<file path="src/rtl/barrier_pkg.sv">
// Shared definitions for the TAL barrier command bus: actuator state encoding,
// TAL code values and small decode helpers used by actuator, controller and display.
package barrier_pkg;

    typedef enum logic [2:0] {
        INIT    = 3'd0,
        CLOSED  = 3'd1,
        OPENING = 3'd2,
        OPEN    = 3'd3,
        CLOSING = 3'd4,
        FAULT   = 3'd5
    } act_state_t;

    localparam logic [1:0] TAL_DOWN       = 2'b00;
    localparam logic [1:0] TAL_UP_START   = 2'b01;
    localparam logic [1:0] TAL_UP         = 2'b10;
    localparam logic [1:0] TAL_DOWN_START = 2'b11;

    // UP_START and UP both request an open barrier; DOWN and DOWN_START request closed.
    function automatic logic tal_target_up(input logic [1:0] tal);
        return tal[1] ^ tal[0];
    endfunction

    function automatic logic is_moving(input act_state_t s);
        return (s == OPENING) || (s == CLOSING);
    endfunction

endpackage

</file>
<file path="src/rtl/limit_debounce.sv">
// Limit-switch qualifier: the clean level follows the raw level only after the
// raw input has disagreed with it for DEBOUNCE consecutive clock samples.
module limit_debounce #(
    parameter int DEBOUNCE = 4
) (
    input  logic clk,
    input  logic R,
    input  logic raw,
    output logic clean
);

    localparam int CW = $clog2(DEBOUNCE + 1);

    logic [CW-1:0] cnt_q;
    logic [CW-1:0] cnt_d;
    logic          clean_q;
    logic          clean_d;

    // A single agreeing sample restarts the qualification window.
    always_comb begin
        cnt_d   = '0;
        clean_d = clean_q;
        if (raw != clean_q) begin
            if (cnt_q == CW'(DEBOUNCE - 1)) begin
                clean_d = raw;
            end else begin
                cnt_d = cnt_q + 1'b1;
            end
        end
    end

    always_ff @(posedge clk or negedge R) begin
        if (!R) begin
            cnt_q   <= '0;
            clean_q <= 1'b0;
        end else begin
            cnt_q   <= cnt_d;
            clean_q <= clean_d;
        end
    end

    assign clean = clean_q;

endmodule

</file>
<file path="src/rtl/barrier_actuator.sv">
// Barrier actuator: decodes the TAL command into a motion target, drives the motor,
// qualifies the limit switches and supervises travel time, reporting status back.
module barrier_actuator
    import barrier_pkg::*;
#(
    parameter int DEBOUNCE       = 4,
    parameter int TIMEOUT_CYCLES = 32
) (
    input  logic       clk,
    input  logic       R,
    input  logic [1:0] TAL,
    input  logic       lim_up,
    input  logic       lim_down,
    output logic       motor_up,
    output logic       motor_down,
    output logic       at_up,
    output logic       at_down,
    output logic       busy,
    output logic       fault,
    output logic [2:0] state_o
);

    localparam int TW = $clog2(TIMEOUT_CYCLES + 1);

    logic [1:0] lim_raw;
    logic [1:0] lim_clean;
    logic       lim_up_clean;
    logic       lim_down_clean;

    // Index 1 is the upper switch, index 0 the lower switch.
    assign lim_raw = {lim_up, lim_down};

    for (genvar gi = 0; gi < 2; gi++) begin : g_deb
        limit_debounce #(
            .DEBOUNCE(DEBOUNCE)
        ) u_deb (
            .clk  (clk),
            .R    (R),
            .raw  (lim_raw[gi]),
            .clean(lim_clean[gi])
        );
    end

    assign lim_up_clean   = lim_clean[1];
    assign lim_down_clean = lim_clean[0];

    act_state_t    state_q;
    act_state_t    state_d;
    logic [TW-1:0] timer_q;
    logic [TW-1:0] timer_d;
    logic          motor_up_q;
    logic          motor_up_d;
    logic          motor_down_q;
    logic          motor_down_d;
    logic          at_up_q;
    logic          at_up_d;
    logic          at_down_q;
    logic          at_down_d;
    logic          busy_q;
    logic          busy_d;
    logic          fault_q;
    logic          fault_d;

    logic target_up;
    logic conflict;
    logic timeout;

    assign target_up = tal_target_up(TAL);
    assign conflict  = lim_up_clean & lim_down_clean;
    assign timeout   = (timer_q == '0);

    always_comb begin
        state_d = state_q;
        case (state_q)
            INIT: begin
                state_d = lim_down_clean ? CLOSED : CLOSING;
            end
            CLOSED: begin
                if (conflict)       state_d = FAULT;
                else if (target_up) state_d = OPENING;
            end
            OPENING: begin
                if (conflict)          state_d = FAULT;
                else if (lim_up_clean) state_d = OPEN;
                else if (!target_up)   state_d = CLOSING;
                else if (timeout)      state_d = FAULT;
            end
            OPEN: begin
                if (conflict)        state_d = FAULT;
                else if (!target_up) state_d = CLOSING;
            end
            CLOSING: begin
                if (conflict)            state_d = FAULT;
                else if (lim_down_clean) state_d = CLOSED;
                else if (target_up)      state_d = OPENING;
                else if (timeout)        state_d = FAULT;
            end
            FAULT: begin
                // Recovery only once the barrier is verifiably down and asked to stay down.
                if (!target_up && lim_down_clean && !lim_up_clean) state_d = CLOSED;
            end
            default: begin
                state_d = INIT;
            end
        endcase
    end

    // Every entry into a travel state, reversals included, restarts the travel budget.
    always_comb begin
        timer_d = '0;
        if (is_moving(state_d)) begin
            if (state_d != state_q) begin
                timer_d = TW'(TIMEOUT_CYCLES);
            end else begin
                timer_d = timer_q - 1'b1;
            end
        end
    end

    // Outputs are decoded from the next state and registered, so they always
    // match a Moore decode of state_q while staying glitch-free at the pins.
    always_comb begin
        motor_up_d   = (state_d == OPENING);
        motor_down_d = (state_d == CLOSING);
        at_up_d      = (state_d == OPEN);
        at_down_d    = (state_d == CLOSED);
        busy_d       = (state_d == INIT) || (state_d == OPENING) || (state_d == CLOSING);
        fault_d      = (state_d == FAULT);
    end

    always_ff @(posedge clk or negedge R) begin
        if (!R) begin
            state_q      <= INIT;
            timer_q      <= '0;
            motor_up_q   <= 1'b0;
            motor_down_q <= 1'b0;
            at_up_q      <= 1'b0;
            at_down_q    <= 1'b0;
            busy_q       <= 1'b1;
            fault_q      <= 1'b0;
        end else begin
            state_q      <= state_d;
            timer_q      <= timer_d;
            motor_up_q   <= motor_up_d;
            motor_down_q <= motor_down_d;
            at_up_q      <= at_up_d;
            at_down_q    <= at_down_d;
            busy_q       <= busy_d;
            fault_q      <= fault_d;
        end
    end

    assign motor_up   = motor_up_q;
    assign motor_down = motor_down_q;
    assign at_up      = at_up_q;
    assign at_down    = at_down_q;
    assign busy       = busy_q;
    assign fault      = fault_q;
    assign state_o    = state_q;

endmodule

</file>
<file path="config.mk">
export PLATFORM = sky130hd
export DESIGN_NAME = barrier_actuator
export DESIGN_NICKNAME = d
export VERILOG_FILES = /design/src/rtl/barrier_pkg.sv /design/src/rtl/limit_debounce.sv /design/src/rtl/barrier_actuator.sv
export SDC_FILE = /design/constraint.sdc
export NUM_CORES = 1
export LEC_CHECK = 0
export CORE_ASPECT_RATIO = 0.7
export CORE_UTILIZATION = 35
export DETAILED_ROUTE_END_ITERATION = 8
export GPL_TIMING_DRIVEN = 0
export PLACE_DENSITY = 0.66
export SYNTH_ARGS = -nofsm -noshare
export SYNTH_HDL_FRONTEND = slang
export SYNTH_SLANG_ARGS = --single-unit
</file>
<file path="constraint.sdc">
create_clock -name clk -period 2.85 [get_ports clk]
set_input_delay 0.855 -clock clk [delete_from_list [all_inputs] [get_ports clk]]
set_output_delay 0.855 -clock clk [all_outputs]
set_load 0.01 [all_outputs]
</file>
==> results.txt <==
The flow ran to the end, and the final reports show no timing, DRC or antenna violations. The post-CTS setup buffer count came out at 0. Yosys attributes the largest share of cell area to dfrtp_1, nor2_1, xnor2_1. The startpoint identified for the worst hold timing path is g_deb[0].u_deb.cnt_q[0]$_DFF_PN0_. The CTS H-tree depth came out at 1. The count of final hold-check violations is 0.

The total grt overflow is 0. For hold timing, the worst endpoint is g_deb[0].u_deb.cnt_q[0]$_DFF_PN0_. Setup repair after global routing left no endpoint under its margin.

The most common library cell in the layout ignoring fill and taps is dfrtp_1. The overall die width came out at 72.9 um. Counting along the longest clock path gives a buffer depth of 2.

The number of primary I/O pins came out at 15. The number of max-slew violations in the final report came out at 0. By startpoint and endpoint, the worst setup path is classified as in2reg. The kind of cell with the highest combined delay along the critical path is buffers and inverters. The starting utilization of the core area is 37.9%. The via density per instance came out at between 4 and 5.

The share of the Yosys chip area taken by registers is 46.8%. For this run, design rule violations remaining after detail routing come to 0. The worst hold path stage count came out at 1.

The die outline height is approximately 52 um. The worst register-to-register path ends at timer_q[5]$_DFF_PN0_. The number of cells on the worst reg-to-reg path is 5. Setup violations remaining at the end of the flow were counted as 0.

The count of nets left with antenna violations once routing finished came out at 0. Across all layers, the routed design uses about 900 vias. The minimum clock period is 2.63 ns. The final layout contains 148 nets. The source of the worst register-to-register timing path is state_o[0]$_DFF_PN0_. The total half-perimeter wirelength after legalization and detailed placement is 1750 um. The share of the cycle needed by the critical path after routing is 92.3%.

The max-cap check violation count is 0. Traced cell by cell, the critical path runs through clkdlybuf4s50_1 > xnor2_1 > nand3b_1 > a22o_1 > and2_1 > buf_2 > inv_2 > a211oi_2. The count of standard-cell rows is 17. The total routing resource utilization after global routing came out at 13.5%.

Synthesis inferred 23 register bits. The power per standard cell area is 1180 nW/um^2. The post-synthesis cell type count came out at 39.

The gate count of the mapped netlist came out at between 100 and 150. Leaving out fill and tap cells, the most frequent cells in the layout are dfrtp_1, nor2_1, clkdlybuf4s50_1. The category of the worst setup path launch point is an input pin. The clock skew after layout is between 0.004 and 0.005 ns. TritonCTS built the clock tree. The clock transition at the register clock pins on the worst setup and hold paths after CTS came out at 0.08 ns. The actual slew at the worst max-slew pin is 0.982 ns. Once the clock tree was built, the resizer swapped 0 gates to a different size.

The signed area change from the synthesized netlist to the final layout is 19.9%. The total design power is roughly 1.7 mW. Across all setup checks in the final design, the least slack found is 0.218 ns. For the worst setup path, the data arrival time is 2.77 ns.

The synthesized netlist occupies a cell area of around 1200 um^2. The tree is rooted in a clkbuf_8. The portion of synthesized cell area occupied by the leading cell type is 44.7%. The average routed wire per standard cell came out at 12.2 um. The warning count from the yosys run came out at 0. The pre-antenna-repair detailed-routing pass consisted of 4 iterations.

In this run the tightest slew margin relative to its limit is 34.3%. The critical path required time is 2.98 ns. The largest net degree at the start of global routing came out at 24. The global-route wire length before repair is 3860 um. The tightest min-delay check is of the reg2reg type. The maximum clock rate is 380 MHz.

The maximum ir drop on the vdd rail came out at 0.518 mV. The worst register-to-register path has a setup slack of 0.84 ns. The TritonCTS buffer count came out at 3. The global placement routability congestion came out at 0.865. The final routed wirelength across all metal layers is 2260 um. Cells with a size suffix above 1 make up 16.7% of the layout. The net count after synthesis came out at 129.

The count of routing violations after the opening detailed-route iteration came out at 40. The average instance area after synthesis came out at 10.3 um^2. In this run the worst path has a maximum fanout of 7. The worst setup timing slack at the placement stage is -0.0204 ns.

The clock latency reported for the late side of the worst-skew pair came out at 0.26 ns. The number of hold buffers added after CTS was 0. 0 antenna diodes ended up in the layout. The worst setup path is captured at a register. The slowest stage of the critical path belongs to the cell xnor2_1.

After floorplanning, the core was sized to cover ~3300 um^2. The leakage power figure is 0.655 nW. For this design, the sink count on the clock tree is 23.

Together, buffers and inverters on the worst path number 3. The count of buffers inserted at the top-level ports came out at 14. Summed over all instances, the cell type with the most area after synthesis is dfrtp_1. The via count of the first global-routing pass is 837. The full die area came out at 3770 um^2. The largest single stage delay on the critical path is 0.56 ns. The number of antenna violations at the first check in global routing is 0.
[flip-flops by register name (all words and copies together), names as in the netlist, 2 cells and up]
name	flops
g_deb.u_deb.cnt_q	6
timer_q	6
state_o	3
g_deb.u_deb.clean	2
[worst max path at each step]
stage | start | to | slack [ns] | cells after the start
after floorplan | TAL[1] | timer_q[5]$_DFF_PN0_ | 0.67 | 5
after CTS | TAL[0] | timer_q[5]$_DFF_PN0_ | 0.24 | 8
after detailed placement | TAL[0] | timer_q[5]$_DFF_PN0_ | -0.02 | 8
final | TAL[0] | timer_q[5]$_DFF_PN0_ | 0.22 | 8
after global placement | TAL[0] | timer_q[5]$_DFF_PN0_ | -0.01 | 8
after global routing | TAL[1] | timer_q[5]$_DFF_PN0_ | 0.12 | 8
[layout make-up]
| class | instances | area, um^2 |
|---|---|---|
| buffer | 5 | 25.0 |
| clock buffer | 3 | 41.3 |
| clock inverter | 1 | 5.00 |
| fill | 309 | 1780 |
| inverter | 6 | 22.5 |
| multi-input combinational | 86 | 608 |
| sequential | 23 | 577 |
| tap | 47 | 58.8 |
| timing repair buffer | 14 | 140 |
[worst reg2reg max path: cells and delay by family, from the launching register on]
kind,cells,cell delay [ns]
AOI/OAI and AO/OA,2,0.90
DFF,1,0.45
and+or+nand+nor,2,0.36
buffers and inverters,1,0.21
[metrics by stage]
step                std cells  setup TNS, ns  hold slack, ns  cell area [um^2]  util, %
finish                    185              0           0.449              1480     45.4
global route              185              0           0.473              1480     45.4
CTS                       185              0           0.461              1480     45.4
detailed placement        181        -0.0335           0.450              1430     44.0
global placement          181        -0.0101           0.429              1430     44.0
floorplan                 120              0           0.419              1230        -
[Yosys cell counts, drive strengths merged]
library cell,instances
dfstp,1
inv,6
a31o,1
nand3b,2
dfrtp,22
nand4b,1
nor3,7
buf,5
a21oi,5
or2,1
a2111oi,1
ha,3
o21ai,1
and2,2
mux2,1
o311ai,1
or3,1
o221a,1
nand2b,3
nand2,5
nor2b,6
nor2,14
xor2,3
a32o,1
nand4,2
a22o,1
xnor2,5
and3,2
nand3,6
a211oi,2
a31oi,1
mux2i,2
nor3b,5
[report_power, final]
part | internal (mW) | switching [mW]
sequential | 0.458 | 0.0812
combinational | 0.460 | 0.549
clock | 0.0975 | 0.0980
total | 1.02 | 0.729
[cells by family after synthesis]
logic type	count (synthesis)	share of synthesized area (%)
DFF	23	46.8
and+or+nand+nor	57	27.2
AOI/OAI and AO/OA	15	10.9
buffers and inverters	11	3.86
adders and majority gates	3	3.05
muxes	3	2.54
xor gates and xnor gates	8	5.69
[layer usage]
| layer | vias to the layer above | part of all wire (%) | track usage, % |
|---|---|---|---|
| met2 | 26 | 45 | 22.3 |
| li1 | 451 | - | - |
| met4 | 0 | 0 | 1.96 |
| met1 | 445 | 49 | 17.8 |
| met3 | 0 | 5.8 | 4.07 |
| met5 | - | 0 | 0 |
Note: power is estimated with default switching activity, not from simulation.
